$ cat config.mk
export PLATFORM = sky130hd
export DESIGN_NAME = inst_fetch_ctrl
export DESIGN_NICKNAME = d
export VERILOG_FILES = /design/src/rtl/inst_fetch_ctrl.sv
export SDC_FILE = /design/constraint.sdc
export NUM_CORES = 1
export LEC_CHECK = 0
export ABC_AREA = 1
export CAP_MARGIN = 20
export CELL_PAD_IN_SITES_DETAIL_PLACEMENT = 2
export CELL_PAD_IN_SITES_GLOBAL_PLACEMENT = 2
export CORE_ASPECT_RATIO = 0.6
export CORE_MARGIN = 2
export CORE_UTILIZATION = 30
export CTS_BUF_LIST = sky130_fd_sc_hd__clkbuf_4 sky130_fd_sc_hd__clkbuf_8
export CTS_CLUSTER_SIZE = 16
export DETAILED_ROUTE_END_ITERATION = 7
export PLACE_DENSITY = 0.86
export SLEW_MARGIN = 15
export SYNTH_ARGS = -nofsm -noshare
export SYNTH_HDL_FRONTEND = slang
export SYNTH_SLANG_ARGS = --single-unit
$ cat constraint.sdc
create_clock -name clk -period 5.14 [get_ports clk]
set_input_delay 1.285 -clock clk [delete_from_list [all_inputs] [get_ports clk]]
set_output_delay 1.285 -clock clk [all_outputs]
set_load 0.005 [all_outputs]
$ cat src/rtl/inst_fetch_ctrl.sv
// Instruction-fetch request controller.
//
// Issues sequential PC fetches on an SRAM-like instruction port (one request
// outstanding at most), discards responses made stale by a redirect, and
// buffers returned {pc, inst} pairs in a small FIFO that feeds decode through
// a valid/allowin handshake.
//
// Ports:
//   clk, resetn          clock, synchronous active-low reset
//   redirect_valid/pc    branch/exception redirect pulse and target
//   fs_allowin           downstream can take the buffer head this cycle
//   fs_valid/pc/inst     buffer head (combinational)
//   inst_sram_*          request side towards the CPU-to-AXI bridge
module inst_fetch_ctrl #(
  parameter logic [31:0] RESET_PC   = 32'hbfc00000,
  parameter int unsigned IBUF_DEPTH = 2
) (
  input  logic        clk,
  input  logic        resetn,
  input  logic        redirect_valid,
  input  logic [31:0] redirect_pc,
  input  logic        fs_allowin,
  output logic        fs_valid,
  output logic [31:0] fs_pc,
  output logic [31:0] fs_inst,
  output logic        inst_sram_req,
  output logic        inst_sram_wr,
  output logic [1:0]  inst_sram_size,
  output logic [3:0]  inst_sram_wstrb,
  output logic [31:0] inst_sram_addr,
  output logic [31:0] inst_sram_wdata,
  input  logic [31:0] inst_sram_rdata,
  input  logic        inst_sram_addr_ok,
  input  logic        inst_sram_data_ok
);

  localparam int unsigned PtrW = $clog2(IBUF_DEPTH);
  localparam int unsigned CntW = $clog2(IBUF_DEPTH) + 1;
  localparam logic [CntW-1:0] DepthCnt = CntW'(IBUF_DEPTH);

  typedef enum logic [1:0] {
    StIdle,
    StReq,
    StWait
  } state_e;

  state_e          state_q, state_d;
  logic [31:0]     fetch_pc_q, fetch_pc_d;
  logic [31:0]     req_addr_q, req_addr_d;
  logic [31:0]     out_pc_q, out_pc_d;
  logic            cancel_q, cancel_d;
  logic [CntW-1:0] count_q, count_d;
  logic [PtrW-1:0] rd_ptr_q, rd_ptr_d;
  logic [PtrW-1:0] wr_ptr_q, wr_ptr_d;

  logic [31:0] buf_pc_q   [IBUF_DEPTH];
  logic [31:0] buf_inst_q [IBUF_DEPTH];

  logic        push;
  logic        pop;
  logic        enter_req;
  logic [31:0] pc_src;

  // Write side of the port is never used.
  assign inst_sram_wr    = 1'b0;
  assign inst_sram_size  = 2'b10;
  assign inst_sram_wstrb = 4'b0000;
  assign inst_sram_wdata = 32'h0000_0000;

  assign inst_sram_req  = (state_q == StReq);
  assign inst_sram_addr = req_addr_q;

  // A redirect hides the head in the same cycle, since the buffer is flushed.
  assign fs_valid = (count_q != '0) && !redirect_valid;
  assign fs_pc    = buf_pc_q[rd_ptr_q];
  assign fs_inst  = buf_inst_q[rd_ptr_q];

  assign pop  = fs_valid && fs_allowin;
  // A response coinciding with a redirect is stale by definition.
  assign push = (state_q == StWait) && inst_sram_data_ok && !cancel_q && !redirect_valid;

  // A redirect target takes effect for any request entered in the same cycle.
  assign pc_src = redirect_valid ? redirect_pc : fetch_pc_q;

  // Buffer occupancy and pointers.
  always_comb begin
    count_d  = count_q;
    rd_ptr_d = rd_ptr_q;
    wr_ptr_d = wr_ptr_q;
    if (redirect_valid) begin
      count_d  = '0;
      rd_ptr_d = '0;
      wr_ptr_d = '0;
    end else begin
      if (push) begin
        wr_ptr_d = wr_ptr_q + PtrW'(1);
      end
      if (pop) begin
        rd_ptr_d = rd_ptr_q + PtrW'(1);
      end
      unique case ({push, pop})
        2'b10:   count_d = count_q + CntW'(1);
        2'b01:   count_d = count_q - CntW'(1);
        default: count_d = count_q;
      endcase
    end
  end

  // Request FSM.
  always_comb begin
    state_d    = state_q;
    fetch_pc_d = redirect_valid ? redirect_pc : fetch_pc_q;
    req_addr_d = req_addr_q;
    out_pc_d   = out_pc_q;
    cancel_d   = cancel_q;
    enter_req  = 1'b0;

    unique case (state_q)
      StIdle: begin
        // Redirect flushes the buffer, so a slot is always free then.
        if (redirect_valid || (count_q < DepthCnt)) begin
          enter_req = 1'b1;
        end
      end
      StReq: begin
        // Address is held until accepted; the response it produces is dropped.
        if (redirect_valid) begin
          cancel_d = 1'b1;
        end
        if (inst_sram_addr_ok) begin
          out_pc_d = req_addr_q;
          state_d  = StWait;
        end
      end
      StWait: begin
        if (inst_sram_data_ok) begin
          // The only outstanding response has returned; nothing left to cancel.
          cancel_d = 1'b0;
          if (count_d < DepthCnt) begin
            enter_req = 1'b1;
          end else begin
            state_d = StIdle;
          end
        end else if (redirect_valid) begin
          cancel_d = 1'b1;
        end
      end
      default: begin
        state_d = StIdle;
      end
    endcase

    if (enter_req) begin
      state_d    = StReq;
      req_addr_d = pc_src;
      fetch_pc_d = pc_src + 32'd4;
    end
  end

  always_ff @(posedge clk) begin
    if (!resetn) begin
      state_q    <= StIdle;
      fetch_pc_q <= RESET_PC;
      req_addr_q <= RESET_PC;
      out_pc_q   <= RESET_PC;
      cancel_q   <= 1'b0;
      count_q    <= '0;
      rd_ptr_q   <= '0;
      wr_ptr_q   <= '0;
    end else begin
      state_q    <= state_d;
      fetch_pc_q <= fetch_pc_d;
      req_addr_q <= req_addr_d;
      out_pc_q   <= out_pc_d;
      cancel_q   <= cancel_d;
      count_q    <= count_d;
      rd_ptr_q   <= rd_ptr_d;
      wr_ptr_q   <= wr_ptr_d;
    end
  end

  // Storage needs no reset: entries are only read when count says they exist.
  always_ff @(posedge clk) begin
    if (push) begin
      buf_pc_q[wr_ptr_q]   <= out_pc_q;
      buf_inst_q[wr_ptr_q] <= inst_sram_rdata;
    end
  end

endmodule

==> flow_summary.ini <==
[status]
status = finished clean

[floorplanning]
initial_utilization_pct = 30.4
rows = 51
die_area_sq_um = 34200
die_w_microns = 237
fp.coreArea_sq_um = 32300
die_h_microns = 144
ios = 207

[timing]
period_share_pct = 77.9
post-route-min-period_ns = 4.01
fmax_mhz = 250
relSlewSlack_pct = 36.7
skew_ns = 0.0314
slew_violations = 0
finalSetupViolations = 0
fin_hold_ws_ns = 0.441
tightest_slew_ns = 0.950
setup_tns_ns = 0
rsz0062_at_grt = false
finalHoldViolCount = 0

[cts]
holdBufCountCts = 0
cts_root_buffer = clkbuf_8
cts_buffers = 37
clkLatencyLatePin_ns = 0.55
htreeDepth = 2
cts.sinks = 232
clkTransAtPathRegs_ns = 0.07
cts_resized = 0
clk_path_buf_depth = 3
cts_tree = done
cts_setup_buffers = 0

[yosys]
synth_cells = 973
synth_common_cells = nand2_1, edfxtp_1, nor2_1
ys.flop_type = edfxtp_1
yosysWarnings = 0
ys_types = 37
synth_top_area_share_pct = 39.2
seq_area_frac_synth_pct = 60.4
ys_seq_elements = 232
yosysTopAreaCell = edfxtp_1
ys_async_sr_fraction_pct = 0
synth-edff-count = 128
synthTopCellsByArea = edfxtp_1, dfxtp_1, nand2_1
synth_most_common_cell = nand2_1
syn_area_per_cell_sq_um = 10.1
syn_area_sq_um = 9810

[flow_run]
max-cap-violations = 0

[detailed_routing]
viasPerCell = 4.72
wirelength_mm = 31.5
ant_nets = 0
drc = 0
drt_iter0_markers = 346
firstDrtPassIters = 4
wl_per_cell_microns = 19.7
vias = 7546

[critical_path]
crit_slowest_cell = clkdlybuf4s50_1
crit_type = in2reg
critPathMaxFanout = 38
reg2reg_depth = 16
cpPeakStageDelay_ns = 0.52
crit_buf_inv = 4
endpoint = fetch_pc_q[6]
required_ns = 5.62
cp_num_cells = 15
cp_cell_sequence = clkdlybuf4s50_1 > nand2_1 > inv_1 > nand2_1 > ha_1 > inv_1 > nand4_1 > nand3_2 > nand2_1 > nand2_2 > buf_4 > nand2_1 > nor2_1 > o21ai_0 > nor2_1
startpoint_type = input port
critPathTopFamily = simple AND/OR/NAND/NOR gates
regToRegStartpoint = state_q[0]
startpoint = inst_sram_data_ok
critPathCaptureType = flop
rr_endpoint = fetch_pc_q[6]
cp_common_cell = nand2_1
cp.arrival_ns = 4.49
rrSetupSlack_ns = 1.81

[pwr]
p_int_mw = 3.10
p_clk_share_pct = 39.6
peakVddDrop_mv = 0.179
pwr-share-seq_pct = 50.1
pwr-share-comb_pct = 10.3
p_sw_share_pct = 25.5
p_per_area_nw_per_um2 = 332
p_leak_nw = 4.72
p_switching_mw = 1.06

[placement]
port_buffers = 167
place.gp.congestion = 0.840
dp.final_hpwl_mm = 22.1

[grt]
grt_max_degree = 75
antenna_found_initial = 0
track_usage_pct = 18.4
grt_pass1_vias = 8226
grt_pass1_wl_mm = 48.1
overflow = 0

[layout]
diodes = 0
drive_above_1_share_pct = 15.1
fillers = 3462
area_growth_pct = 27.7
fin_nets = 1224

[worst_hold_path]
holdCritPathClass = reg2reg
registers in the layout, indices dropped and copies added (netlist names), named ones only:
register / flops
cancel_q: 1
out_pc_q: 32
state_q: 2
buf_inst_q: 64
inst_sram_addr: 32
wr_ptr_q: 1
fetch_pc_q: 32
count_q: 2
buf_pc_q: 64
rd_ptr_q: 1
per-layer routing:
metal | share of wire (%) | vias to the layer above | GRT usage, %
met2 | 47 | 194 | 30.8
met1 | 45 | 3757 | 24.4
met5 | 0 | - | 0
met4 | 2.0 | 0 | 4.77
li1 | - | 3541 | -
met3 | 6.4 | 54 | 3.93
worst min path at each step:
stage | startpoint | end | slack [ns] | cells after the start
2_1_floorplan | out_pc_q[22] | buf_pc_q[0][22] | 0.43 | 0
3_3_place_gp | out_pc_q[7] | buf_pc_q[1][7] | 0.43 | 0
3_5_place_dp | out_pc_q[21] | buf_pc_q[1][21] | 0.44 | 0
4_1_cts | out_pc_q[21] | buf_pc_q[1][21] | 0.43 | 0
5_1_grt | out_pc_q[21] | buf_pc_q[0][21] | 0.44 | 0
6_report | out_pc_q[21] | buf_pc_q[1][21] | 0.44 | 0
cell type report:
type	count	area, sq um	share of cell area (%)
Inverter	52	195	1.56
Timing Repair Buffer	180	1780	14.2
Sequential cell	232	5930	47.3
Clock buffer	61	727	5.80
Tap cell	424	531	4.23
Clock inverter	5	27.5	0.220
Multi-Input combinational cell	646	3340	26.7
placed cells by master, fill, tap and decap left out, types with 5 or more instances in the layout:
| cell type | count |
|---|---|
| clkbuf_4 | 18 |
| nand2_2 | 10 |
| clkbuf_8 | 43 |
| conb_1 | 39 |
| dfxtp_1 | 103 |
| a21oi_1 | 22 |
| nand3_1 | 39 |
| nand4_1 | 8 |
| o21ai_0 | 52 |
| nor2_1 | 114 |
| buf_4 | 12 |
| ha_1 | 5 |
| nand2_1 | 240 |
| o211ai_1 | 6 |
| clkdlybuf4s50_1 | 166 |
| nor2_2 | 5 |
| inv_1 | 48 |
| mux2_2 | 64 |
| edfxtp_1 | 128 |
| a211oi_1 | 8 |
metrics by stage:
stage	power (mW)	utilization [%]	cell area, sq um	instances	worst slack, ns
floorplan	2.34	-	9950	1010	0.139
global placement	2.52	36.5	11800	1534	0.731
detailed placement	2.55	36.5	11800	1534	0.601
CTS	4.22	38.8	12500	1600	1.16
global route	4.35	38.8	12500	1600	0.929
finish	4.16	38.8	12500	1600	1.13
power groups by stage:
stage | sequential [mW] | combinational, mW | clock [mW]
global placement | 2.12 | 0.403 | 0
global route | 2.09 | 0.474 | 1.79
floorplan | 2.10 | 0.241 | 0
CTS | 2.08 | 0.431 | 1.71
detailed placement | 2.12 | 0.425 | 0
finish | 2.08 | 0.427 | 1.65
kinds of logic after synthesis:
family                   after synthesis  share of synthesized area, %
AO/OA/AOI/OAI                        104                          6.02
XOR/XNOR                               1                        0.0893
adder cells (fa/ha/maj)                5                         0.638
buffers and inverters                132                          7.09
flip-flops                           232                          60.4
multiplexers                          64                          7.35
other                                  2                        0.0765
AND/OR/NAND/NOR                      433                          18.3
(Power assumes the default switching activity.)
